--- config.mk ---
export PLATFORM = sky130hd
export DESIGN_NAME = bus_arbiter
export DESIGN_NICKNAME = d
export VERILOG_FILES = /design/src/rtl/bus_arbiter.sv
export SDC_FILE = /design/constraint.sdc
export NUM_CORES = 1
export LEC_CHECK = 0
export BUFFER_PORTS_ARGS = -buffer_cell sky130_fd_sc_hd__buf_2
export CAP_MARGIN = 20
export CELL_PAD_IN_SITES_DETAIL_PLACEMENT = 2
export CELL_PAD_IN_SITES_GLOBAL_PLACEMENT = 2
export CORE_MARGIN = 2
export CORE_UTILIZATION = 27
export CTS_BUF_LIST = sky130_fd_sc_hd__clkbuf_2
export DETAILED_ROUTE_END_ITERATION = 12
export GPL_TIMING_DRIVEN = 0
export PLACE_DENSITY = 0.95
export SETUP_SLACK_MARGIN = 0.15
export SKIP_LAST_GASP = 1
export SYNTH_ARGS = -nofsm -noshare
export SYNTH_HDL_FRONTEND = slang
export SYNTH_SLANG_ARGS = --single-unit
--- constraint.sdc ---
create_clock -name clk -period 7.06 [get_ports clk]
set_clock_uncertainty 0.15 [all_clocks]
set_input_delay 0.706 -clock clk [delete_from_list [all_inputs] [get_ports clk]]
set_output_delay 0.706 -clock clk [all_outputs]
set_load 0.03 [all_outputs]
--- src/rtl/bus_arbiter.sv ---
// rtl/bus_arbiter.sv - round-robin arbiter sharing one 32-bit system bus slave port
//
// Purpose:
//   Shares the single bus slave port between N_REQ masters. It picks a winner
//   round-robin and registers its request onto the bus. It holds that request
//   until the slave answers or TIMEOUT cycles pass. It then returns ack, or err,
//   to the granted master only.
//
// Ports:
//   clk, rst_n        clock, asynchronous active-low reset
//   req[N_REQ]        per-master level request, held until ack or err
//   req_we[N_REQ]     per-master write enable
//   req_addr          per-master address, master i at [32*i+31:32*i]
//   req_wdata         per-master write data, same packing as req_addr
//   ack[N_REQ]        one-cycle completion pulse to the granted master
//   err[N_REQ]        one-cycle timeout pulse to the granted master
//   rdata             read data, valid while ack is high, held until next completion
//   bus_valid         transfer request to the slave
//   bus_we            transfer direction
//   bus_addr          transfer address
//   bus_wdata         transfer write data
//   bus_rdata         slave read data, sampled when bus_ready=1
//   bus_ready         slave completion, single-cycle or held
//   grant_id          index of the current or last granted master

module bus_arbiter #(
   parameter int N_REQ   = 3,
   parameter int TIMEOUT = 255
) (
   input  logic                     clk,
   input  logic                     rst_n,
   input  logic [N_REQ-1:0]         req,
   input  logic [N_REQ-1:0]         req_we,
   input  logic [N_REQ*32-1:0]      req_addr,
   input  logic [N_REQ*32-1:0]      req_wdata,
   output logic [N_REQ-1:0]         ack,
   output logic [N_REQ-1:0]         err,
   output logic [31:0]              rdata,
   output logic                     bus_valid,
   output logic                     bus_we,
   output logic [31:0]              bus_addr,
   output logic [31:0]              bus_wdata,
   input  logic [31:0]              bus_rdata,
   input  logic                     bus_ready,
   output logic [$clog2(N_REQ)-1:0] grant_id
);

   localparam int GW = $clog2(N_REQ);
   localparam int CW = $clog2(TIMEOUT + 1);
   localparam logic [CW-1:0] CNT_LAST = CW'(TIMEOUT - 1);

   typedef enum logic [1:0] {
      IDLE = 2'd0,
      BUSY = 2'd1,
      RESP = 2'd2
   } state_t;

   state_t         state;
   state_t         state_nxt;

   logic [GW-1:0]  rr;          // highest-priority index for the next arbitration
   logic [CW-1:0]  cnt;         // BUSY cycles elapsed, cleared on entry to BUSY
   logic           resp_ok;     // 1: last completion was ack, 0: timeout

   logic           any_req;
   logic [GW-1:0]  win_id;
   logic [GW-1:0]  win_nxt;
   logic [GW:0]    scan;
   logic           sel_we;
   logic [31:0]    sel_addr;
   logic [31:0]    sel_wdata;
   logic           done_ready;
   logic           done_timeout;

   // Round-robin search: first set req bit starting at rr, wrapping past N_REQ-1.
   // scan has one spare bit so rr+i never overflows before the wrap subtraction.
   always_comb begin
      any_req = 1'b0;
      win_id  = '0;
      scan    = '0;
      for (int i = 0; i < N_REQ; i++) begin
         scan = {1'b0, rr} + (GW+1)'(i);
         if (scan >= (GW+1)'(N_REQ)) begin
            scan = scan - (GW+1)'(N_REQ);
         end
         if (!any_req && req[scan[GW-1:0]]) begin
            any_req = 1'b1;
            win_id  = scan[GW-1:0];
         end
      end
   end

   always_comb begin
      win_nxt = (win_id == GW'(N_REQ - 1)) ? '0 : win_id + 1'b1;
   end

   // Winner's request fields, muxed with constant slices.
   always_comb begin
      sel_we    = 1'b0;
      sel_addr  = '0;
      sel_wdata = '0;
      for (int i = 0; i < N_REQ; i++) begin
         if (win_id == GW'(i)) begin
            sel_we    = req_we[i];
            sel_addr  = req_addr[32*i +: 32];
            sel_wdata = req_wdata[32*i +: 32];
         end
      end
   end

   // A ready that lands on the last allowed cycle still counts as success.
   assign done_ready   = (state == BUSY) && bus_ready;
   assign done_timeout = (state == BUSY) && !bus_ready && (cnt == CNT_LAST);

   // State register
   always_ff @(posedge clk or negedge rst_n) begin
      if (!rst_n) begin
         state <= IDLE;
      end else begin
         state <= state_nxt;
      end
   end

   // Next-state logic
   always_comb begin
      state_nxt = state;
      case (state)
         IDLE: if (any_req) state_nxt = BUSY;
         BUSY: if (done_ready || done_timeout) state_nxt = RESP;
         RESP: state_nxt = IDLE;
         default: state_nxt = IDLE;
      endcase
   end

   // Datapath registers.
   // The winner's fields are captured only on the IDLE->BUSY edge.
   // Master changes after that edge never reach the bus.
   always_ff @(posedge clk or negedge rst_n) begin
      if (!rst_n) begin
         rr        <= '0;
         grant_id  <= '0;
         cnt       <= '0;
         bus_we    <= 1'b0;
         bus_addr  <= '0;
         bus_wdata <= '0;
         rdata     <= '0;
         resp_ok   <= 1'b0;
      end else begin
         case (state)
            IDLE: begin
               if (any_req) begin
                  grant_id  <= win_id;
                  rr        <= win_nxt;
                  cnt       <= '0;
                  bus_we    <= sel_we;
                  bus_addr  <= sel_addr;
                  bus_wdata <= sel_wdata;
               end
            end
            BUSY: begin
               // cnt tops out at TIMEOUT-1 before leaving BUSY, so +1 always fits.
               cnt <= cnt + 1'b1;
               if (done_ready) begin
                  rdata   <= bus_rdata;
                  resp_ok <= 1'b1;
               end else if (done_timeout) begin
                  rdata   <= '0;
                  resp_ok <= 1'b0;
               end
            end
            default: ;
         endcase
      end
   end

   // Outputs.
   // bus_valid decodes straight from the state flop, so it drops with async reset.
   // ack/err are one-hot on grant_id for the single RESP cycle.
   always_comb begin
      bus_valid = (state == BUSY);
      ack       = '0;
      err       = '0;
      if (state == RESP) begin
         if (resp_ok) begin
            ack[grant_id] = 1'b1;
         end else begin
            err[grant_id] = 1'b1;
         end
      end
   end

endmodule
==> results_dict.tcl, run 1 <==
set metrics [dict create \
    dr.pass1.iters 4 \
    boundaryPins 339 \
    outcome "completed" \
    ctsHoldBuffers 1 \
    drive_above_1_share_pct 39.9 \
    gp_congestion 0.817 \
    drc_errors 0 \
    synth_area_per_cell_um2 9.28 \
    portBuffers 338 \
    ant_nets 0 \
    wl_um 27100 \
    p_leak_nw 4.05 \
    clk_pin_slew_worst_paths_ps 330 \
    cts_tree "done" \
    core_area_mm2 0.0217 \
    cp-start-kind "register" \
    post_cts_buffers 0 \
    setup_viol 0 \
    final_cells 1276 \
    dp_hpwl_um 21700 \
    worst_ep_required_time_ps 7490 \
    fmax_ghz 0.322 \
    start_util_pct 27.3 \
    nets 1228 \
    rows 54 \
    final_max_slew_viol_count 0 \
    yosysWarningCount 0 \
    cts_resized 0 \
    die_height_um 152 \
    layout_commonest_cell "buf_2" \
    h-tree-depth 3 \
    place_ws_ps 3970 \
    p_per_area_mw_per_mm2 496 \
    cp.arrival_ps 3540 \
    min_path_type "in -> reg" \
    viasPerCell 5.14 \
    syn_inst 638 \
    worstSetupEndpointType "register" \
    synth_area_leaders "dfrtp_1 47%, a211oi_1 11%, nand2_1 4.9%" \
    seqCellArea_mm2 0.00280 \
    clock_sinks 112 \
    ys_types 41 \
    final_util_pct 37.4 \
    power_mw 4.02 \
    grt_max_degree 75 \
    die_w_um 152 \
    antenna_found_initial 5 \
    finalSetupTns_ps 0 \
    worst_skew_pair.late_latency_ps 630 \
    finalCriticalPeriod_ps 3110 \
    whs_ps 101 \
    slew_headroom_pct 47.8 \
    vias 6562 \
    critPathMaxFanout 10 \
    rsz0062_at_grt "no" \
    synth_top_area_cell "dfrtp_1" \
    design_area_mm2 0.00811 \
    wire_per_inst_um 21.3 \
    cts_made_buffers 9 \
    drtIter0Drc 206 \
    synth-seq-cells 112 \
    multiInputGateArea_mm2 0.00266 \
    grt_usage_pct 23.2 \
    nFillCells 2536 \
    fin_crit_sh_pct 44.0 \
    syn-num-nets 877 \
    grt_pass1_wl_um 42600 \
    ys_seq_area_share_pct 47.3 \
    design.die.area_mm2 0.0231 \
    postLayoutSetupSlackWorst_ps 3950 \
    cap_violations 0 \
    place_area_mm2 0.00800 \
    clk_root_buffer_cell "clkbuf_2" \
    dp.cells 1257 \
    grt_pass1_vias 7402 \
    hold_violations 0 \
    areaGrowthSynthToFinish_pct 37.0 \
    ir_drop_v 0.000123 \
    mostFrequentLayoutCells "363 x buf_2, 112 x dfrtp_1, 86 x a211oi_1" \
    grt_overflow_total 0 \
    synth_area_mm2 0.00592 \
    crit_type "reg -> reg" \
    yosysTopAreaCellShare_pct 47.3 \
    cts_buffer_depth 2 \
    worst_pin_slew_ps 783 \
]
## cell families after synthesis
logic type / synth area share, %
AO/OA/AOI/OAI: 29.9
XOR/XNOR: 0.296
adder cells (fa/ha/maj): 1.27
buffers and inverters: 7.67
flip-flops: 47.3
multiplexers: 4.14
AND/OR/NAND/NOR: 9.36
## worst paths after layout
check | from | to | slack [ps] | cells past startpoint
setup reg to reg | rr[0]$_DFFE_PN0P_ | bus_wdata[28]$_DFFE_PN0P_ | 3950 | 8
setup / recovery | rr[0]$_DFFE_PN0P_ | bus_wdata[28]$_DFFE_PN0P_ | 3950 | 8
hold / removal | bus_rdata[0] | rdata[0]$_DFFE_PN0P_ | 100 | 2
hold reg to reg | cnt[5]$_DFFE_PN0P_ | cnt[5]$_DFFE_PN0P_ | 360 | 1
min in group asynchronous | rst_n | rdata[20]$_DFFE_PN0P_ | 330 | 2
max in group asynchronous | rst_n | bus_addr[5]$_DFFE_PN0P_ | 5670 | 3
## cell usage after synthesis (all sizes together)
| library cell | number |
|---|---|
| o221ai | 1 |
| ha | 6 |
| o21ai | 97 |
| nand3b | 2 |
| xor2 | 2 |
| or2 | 1 |
| nor3b | 2 |
| clkbuf | 26 |
| and2 | 2 |
| o21a | 1 |
| nor3 | 2 |
| o22ai | 1 |
| a211oi | 86 |
| a32oi | 1 |
| o31ai | 4 |
| nor2 | 8 |
| and3 | 4 |
| o211ai | 21 |
| nand3 | 27 |
| mux2 | 1 |
| a31oi | 3 |
| a22oi | 1 |
| a21oi | 5 |
| mux2i | 23 |
| nand4 | 1 |
| a22o | 32 |
| o22a | 1 |
| dfrtp | 112 |
| nand2 | 78 |
| buf | 30 |
| nand2b | 1 |
| a21o | 3 |
| inv | 52 |
| a32o | 1 |
## critical path, stage by stage (launching register included)
cell and delay [ps]:
dfrtp_1 490, inv_1 120, ha_1 260, mux2i_2 350
o21ai_2 230, a21oi_1 670, clkbuf_1 470, nand3_1 180
o211ai_1 140
## routing by layer
layer	track usage (%)	vias up	routed length, µm
met5	0	-	41
met4	5.70	6	550
met3	5.88	42	1550
met2	42.2	255	13800
met1	27.4	3236	11200
li1	-	3023	-
## report_power, final
part           leakage [nW]  internal, mW  switching (mW)
Combinational          2.61         0.785            1.82
Clock                0.0541        0.0504           0.250
Sequential             1.39         0.939           0.183
## flip-flops by register name, indices dropped and copies added (netlist names)
signal / count
bus_wdata: 32
cnt: 8
rdata: 32
bus_addr: 32
bus_we: 1
rr: 2
state: 2
grant_id: 2
resp_ok: 1
## final cells by class
cell class	count	area share [%]
tap	280	4.32
buffer	56	3.19
timing repair buffer	340	21.4
antenna	3	0.0925
multi-input combinational	418	32.8
clock inverter	6	0.663
inverter	52	2.41
clock buffer	9	0.555
sequential	112	34.5
Note: power is estimated with default switching activity, not from simulation.
==> run 2: changes to the inputs <==
--- a/config.mk
+++ b/config.mk
@@ -10,11 +10,11 @@
 export CELL_PAD_IN_SITES_DETAIL_PLACEMENT = 2
 export CELL_PAD_IN_SITES_GLOBAL_PLACEMENT = 2
 export CORE_MARGIN = 2
-export CORE_UTILIZATION = 27
+export CORE_UTILIZATION = 25
 export CTS_BUF_LIST = sky130_fd_sc_hd__clkbuf_2
 export DETAILED_ROUTE_END_ITERATION = 12
 export GPL_TIMING_DRIVEN = 0
-export PLACE_DENSITY = 0.95
+export PLACE_DENSITY = 0.94
 export SETUP_SLACK_MARGIN = 0.15
 export SKIP_LAST_GASP = 1
 export SYNTH_ARGS = -nofsm -noshare
==> constraint.sdc (replaced) <==
create_clock -name clk -period 3.25 [get_ports clk]
set_clock_uncertainty 0.15 [all_clocks]
set_input_delay 0.325 -clock clk [delete_from_list [all_inputs] [get_ports clk]]
set_output_delay 0.325 -clock clk [all_outputs]
set_load 0.03 [all_outputs]
==> run 2 against run 1 <==
Effect of this change:
- maximum frequency grew 3.9%
- die area grew 7.8%
- total power grew 140%
- clock power grew 150%
- non-clock buffer count grew 229
- sequential share of layout area shrank 8.0 points
- final area grew 30%
- sequential power grew 130%
- critical path type unchanged
==> results_dict.tcl, run 2 (synthesized netlist as in run 1, its figures left out) <==
set metrics [dict create \
    worstSetupEndpointType "register" \
    clock_sinks 112 \
    cp-start-kind "register" \
    p_per_area_mw_per_mm2 929 \
    die_height_um 158 \
    drive_above_1_share_pct 33.0 \
    start_util_pct 25.4 \
    fmax_ghz 0.335 \
    dr.pass1.iters 4 \
    cts_tree "done" \
    finalCriticalPeriod_ps 2990 \
    wire_per_inst_um 25.6 \
    cts_made_buffers 9 \
    setup_viol 0 \
    grt_overflow_total 0 \
    crit_type "reg -> reg" \
    die_w_um 158 \
    grt_pass1_vias 9444 \
    areaGrowthSynthToFinish_pct 78.6 \
    dp_hpwl_um 21700 \
    worst_ep_required_time_ps 3690 \
    rsz0062_at_grt "yes" \
    cpMaxStageDelayCell "o21ai_2" \
    clk_pin_slew_worst_paths_ps 380 \
    layout_commonest_cell "buf_2" \
    clk_root_buffer_cell "clkbuf_2" \
    wl_met3_um 2300 \
    portBuffers 338 \
    design.die.area_mm2 0.0249 \
    critPathMaxStageDelay_ps 520 \
    topRoutingLayerUsed "met4" \
    finalSetupTns_ps 0 \
    worst_skew_pair.late_latency_ps 640 \
    boundaryPins 339 \
    nets 1457 \
    nFillCells 2534 \
    vias 8037 \
    gp_congestion 0.797 \
    fin_crit_sh_pct 92.0 \
    wl_um 39700 \
    cp.arrival_ps 3430 \
    p_leak_nw 5.05 \
    largest_registers "bus_addr: 32 flops, bus_wdata: 32 flops, rdata: 32 flops" \
    critPathMaxFanout 10 \
    crit_chain "buf_4 -> ha_1 -> clkbuf_2 -> o21ai_2 -> clkbuf_1 -> a211oi_1 -> a211oi_1 -> o21ai_1" \
    power_mw 9.83 \
    viasPerCell 5.17 \
    cts_buffer_depth 2 \
    whs_ps 53.2 \
    met1_length_um 14200 \
    grt_max_degree 65 \
    h-tree-depth 3 \
    multiInputGateArea_mm2 0.00269 \
    ir_drop_v 0.000284 \
    outcome "completed" \
    final_max_slew_viol_count 0 \
    mostFrequentLayoutCells "362 x buf_2, 226 x dlygate4sd3_1, 112 x dfrtp_1" \
    crit_top_cell "a211oi_1" \
    worst_pin_slew_ps 696 \
    slew_headroom_pct 53.2 \
    cap_violations 0 \
    wl_met2_um 21000 \
    grt_pass1_wl_um 57600 \
    seqCellArea_mm2 0.00280 \
    min_path_type "in -> reg" \
    antenna_found_initial 10 \
    ant_nets 0 \
    drtIter0Drc 308 \
    drc_errors 0 \
    grt_usage_pct 31.1 \
    core_area_mm2 0.0233 \
    rows 56 \
    hold_violations 0 \
]
-- run 2: cell types whose count changed in the layout (fill, tap and decap cells not counted), moves of 2 or more --
cell	before	now
clkinvlp_4	3	0
dlygate4sd3_1	1	226
buf_6	1	3
diode_2	3	13
-- run 2: report_power, final --
part / internal, mW / switching [mW]
clock network: 0.198 / 0.550
logic: 2.06 / 4.46
registers: 2.04 / 0.514
total: 4.30 / 5.53
-- run 2: final cells by class --
| cell class | count | share of cell area, % |
|---|---|---|
| Sequential cell | 112 | 26.5 |
| Clock buffer | 10 | 0.473 |
| Inverter | 52 | 1.85 |
| Clock inverter | 6 | 0.710 |
| Multi-Input combinational cell | 418 | 25.5 |
| Tap cell | 319 | 3.77 |
| Timing Repair Buffer | 569 | 38.3 |
| Buffer | 56 | 2.61 |
| Antenna cell | 13 | 0.308 |
-- run 2: through the flow --
step / setup WS [ps] / utilization (%) / instances / area, µm²
6_report: 261 / 45.3 / 1555 / 10600
5_1_grt: 113 / 45.3 / 1551 / 10600
4_1_cts: 158 / 44.8 / 1539 / 10500
3_5_place_dp: 171 / 34.5 / 1296 / 8050
3_3_place_gp: 207 / 34.3 / 1295 / 8010
2_1_floorplan: 995 / - / 638 / 5920
-- run 2: path summary, 6_finish.rpt --
check | from | to | slack [ps] | cells past startpoint
max | rr[0]$_DFFE_PN0P_ | bus_addr[19]$_DFFE_PN0P_ | 260 | 8
min | req_wdata[34] | bus_wdata[2]$_DFFE_PN0P_ | 50 | 5
max reg2reg | rr[0]$_DFFE_PN0P_ | bus_addr[19]$_DFFE_PN0P_ | 260 | 8
min reg2reg | cnt[6]$_DFFE_PN0P_ | cnt[6]$_DFFE_PN0P_ | 340 | 1
max in group asynchronous | rst_n | rdata[4]$_DFFE_PN0P_ | 2010 | 4
min in group asynchronous | rst_n | bus_addr[16]$_DFFE_PN0P_ | 550 | 4
-- run 2: layer usage --
| layer | up-vias | GRT usage (%) |
|---|---|---|
| met2 | 403 | 58.8 |
| li1 | 3487 | - |
| met1 | 4014 | 31.7 |
| met5 | - | 0 |
| met4 | 0 | 17.8 |
| met3 | 133 | 6.10 |
-- run 2: critical path, delay by kind of cell, from the launching register on --
family,cells,cell delay (ps)
fa+ha+maj,1,180
buf+inv,3,820
flops,1,470
compound gates,4,1330
-- run 2: repair_timing --
item,4_1_cts,5_1_grt
setup endpoints to repair,0,26
hold buffers,227,0
buffers inserted,0,3
gates resized for setup,0,11
hold endpoints to repair,211,0
==> run 3: changes to the inputs <==
--- a/config.mk
+++ b/config.mk
@@ -14,7 +14,7 @@
 export CTS_BUF_LIST = sky130_fd_sc_hd__clkbuf_2
 export DETAILED_ROUTE_END_ITERATION = 12
 export GPL_TIMING_DRIVEN = 0
-export PLACE_DENSITY = 0.94
+export PLACE_DENSITY = 0.86
 export SETUP_SLACK_MARGIN = 0.15
 export SKIP_LAST_GASP = 1
 export SYNTH_ARGS = -nofsm -noshare
==> run 3 against run 2 <==
Effect of this change:
- maximum frequency down 0.82%
- utilization increased by 0.14 points
- hold slack improved by 40 ps
- largest cell class unchanged
- die area unchanged
- wire length is 0.26% lower
- via count hardly changed
- final area is 0.31% higher
- sequential power barely moved
- highest routed layer is now met5
- critical path type unchanged
- first-iteration DRC count up 24%
==> results_dict.tcl, run 3 (synthesized netlist as in run 1, its figures left out) <==
set metrics [dict create \
    die_height_um 158 \
    h-tree-depth 3 \
    clk_pin_slew_worst_paths_ps 390 \
    switching_power_mw 5.51 \
    areaGrowthSynthToFinish_pct 79.2 \
    drc_errors 0 \
    finalSetupTns_ps 0 \
    dp.cells 1296 \
    worst-path-buf-inv 3 \
    die_w_um 158 \
    rsz0062_at_grt "yes" \
    wl_um 39600 \
    design_area_mm2 0.0106 \
    rr_worst_depth 9 \
    seq_power_share_pct 26.1 \
    fin_crit_sh_pct 92.7 \
    worstSetupEndpointType "register" \
    cp.arrival_ps 3490 \
    hold_violations 0 \
    cpMaxStageDelayCell "dlygate4sd3_1" \
    min_path_type "in -> reg" \
    clk_root_buffer_cell "clkbuf_2" \
    swShare_pct 56.7 \
    rows 56 \
    hold_depth 5 \
    grt_overflow_total 0 \
    nets 1460 \
    crit_type "reg -> reg" \
    critPathMaxStageDelay_ps 620 \
    drive_above_1_share_pct 32.9 \
    seqCellArea_mm2 0.00280 \
    worst_ep_required_time_ps 3720 \
    worst_pin_slew_ps 688 \
    grt_pass1_vias 9364 \
    cts_buffer_depth 2 \
    nFillCells 2535 \
    multiInputGateArea_mm2 0.00271 \
    cp-start-kind "register" \
    ir_drop_v 0.000288 \
    wire_per_inst_um 25.4 \
    cp.depth 9 \
    finalCriticalPeriod_ps 3010 \
    p_clk_share_pct 7.1 \
    cts_made_buffers 9 \
    boundaryPins 339 \
    clock_sinks 112 \
    largest_registers "bus_addr: 32 flops, bus_wdata: 32 flops, rdata: 32 flops" \
    layout_commonest_cell "buf_2" \
    grt_max_degree 57 \
    place_area_mm2 0.00805 \
    final_util_pct 45.5 \
    grt_usage_pct 31.0 \
    mostFrequentLayoutCells "362 x buf_2, 231 x dlygate4sd3_1, 112 x dfrtp_1" \
    rrSetupSlack_ps 240 \
    critPathMaxFanout 10 \
    dr.pass1.iters 6 \
    viasPerCell 5.14 \
    p_per_area_mw_per_mm2 915 \
    cts_tree "done" \
    outcome "completed" \
    p_leak_nw 5.04 \
    worst_skew_pair.late_latency_ps 660 \
    ant_nets 0 \
    drtIter0Drc 382 \
    dp_hpwl_um 21500 \
    path_delay_family "buffers and inverters" \
    gp_congestion 0.813 \
    combPwrFrac_pct 66.9 \
    setup_viol 0 \
    power_mw 9.71 \
    final_max_slew_viol_count 0 \
    design.die.area_mm2 0.0249 \
    cap_violations 0 \
    vias 8033 \
    fmax_ghz 0.332 \
    grt_pass1_wl_um 57400 \
    place_ws_ps 361 \
    crit_chain "inv_1 -> ha_2 -> mux2i_2 -> o221ai_4 -> o22ai_4 -> buf_8 -> mux2i_1 -> dlygate4sd3_1 -> o211ai_1" \
    whs_ps 92.8 \
    final_cells 1562 \
    antenna_found_initial 15 \
    internal-power_mw 4.20 \
    postLayoutSetupSlackWorst_ps 237 \
    start_util_pct 25.4 \
    portBuffers 338 \
    core_area_mm2 0.0233 \
    slew_headroom_pct 53.8 \
]
-- run 3: cell count changes in the layout (fill, tap and decap cells not counted), sizes merged --
cell | before | now
buf | 373 | 371
bufinv | 1 | 0
clkbuf | 36 | 35
clkinv | 2 | 1
clkinvlp | 0 | 4
diode | 13 | 17
dlygate4sd3 | 226 | 231
inv | 55 | 54
-- run 3: metal layers --
metal	GRT usage, %	vias to the layer above	wire, µm
met2	58.7	378	21200
li1	-	3495	-
met4	16.1	2	1830
met1	32.0	4045	14300
met3	6.35	113	2220
met5	0	-	11
-- run 3: path summary, 6_finish.rpt --
path                                         start                       end
min in group asynchronous                    rst_n     rdata[14]$_DFFE_PN0P_
worst min register to register  cnt[7]$_DFFE_PN0P_        cnt[7]$_DFFE_PN0P_
worst max register to register   rr[0]$_DFFE_PN0P_  bus_addr[23]$_DFFE_PN0P_
worst min-delay path                 req_wdata[41]  bus_wdata[9]$_DFFE_PN0P_
worst max-delay path             rr[0]$_DFFE_PN0P_  bus_addr[23]$_DFFE_PN0P_
max in group asynchronous                    rst_n  bus_wdata[9]$_DFFE_PN0P_
-- run 3: worst min-delay path: cells and delay by family --
family                 cells  cell delay (ps)
AO/OA/AOI/OAI              3              400
buffers and inverters      2              120
-- run 3: timing repair --
item / 4_1_cts / 5_1_grt
hold buffers: 232 / 0
endpoints found under the hold margin: 211 / 0
gates resized for setup: 0 / 16
endpoints found under the setup margin: 0 / 23
setup buffers: 0 / 1
-- run 3: power groups by stage --
stage	logic (mW)	registers [mW]	clock network (mW)
5_1_grt	6.94	2.60	0.762
6_report	6.49	2.53	0.687
2_1_floorplan	2.54	3.58	0
3_3_place_gp	5.50	2.43	0
3_5_place_dp	5.69	2.48	0
4_1_cts	6.02	2.45	0.709
-- run 3: area by class of cell --
class | instances | share of cell area [%]
clock buffer | 9 | 0.425
clock inverter | 7 | 0.625
tap | 319 | 3.76
inverter | 52 | 1.84
timing repair buffer | 572 | 38.4
buffer | 56 | 2.63
antenna | 17 | 0.401
multi-input combinational | 418 | 25.5
sequential | 112 | 26.4
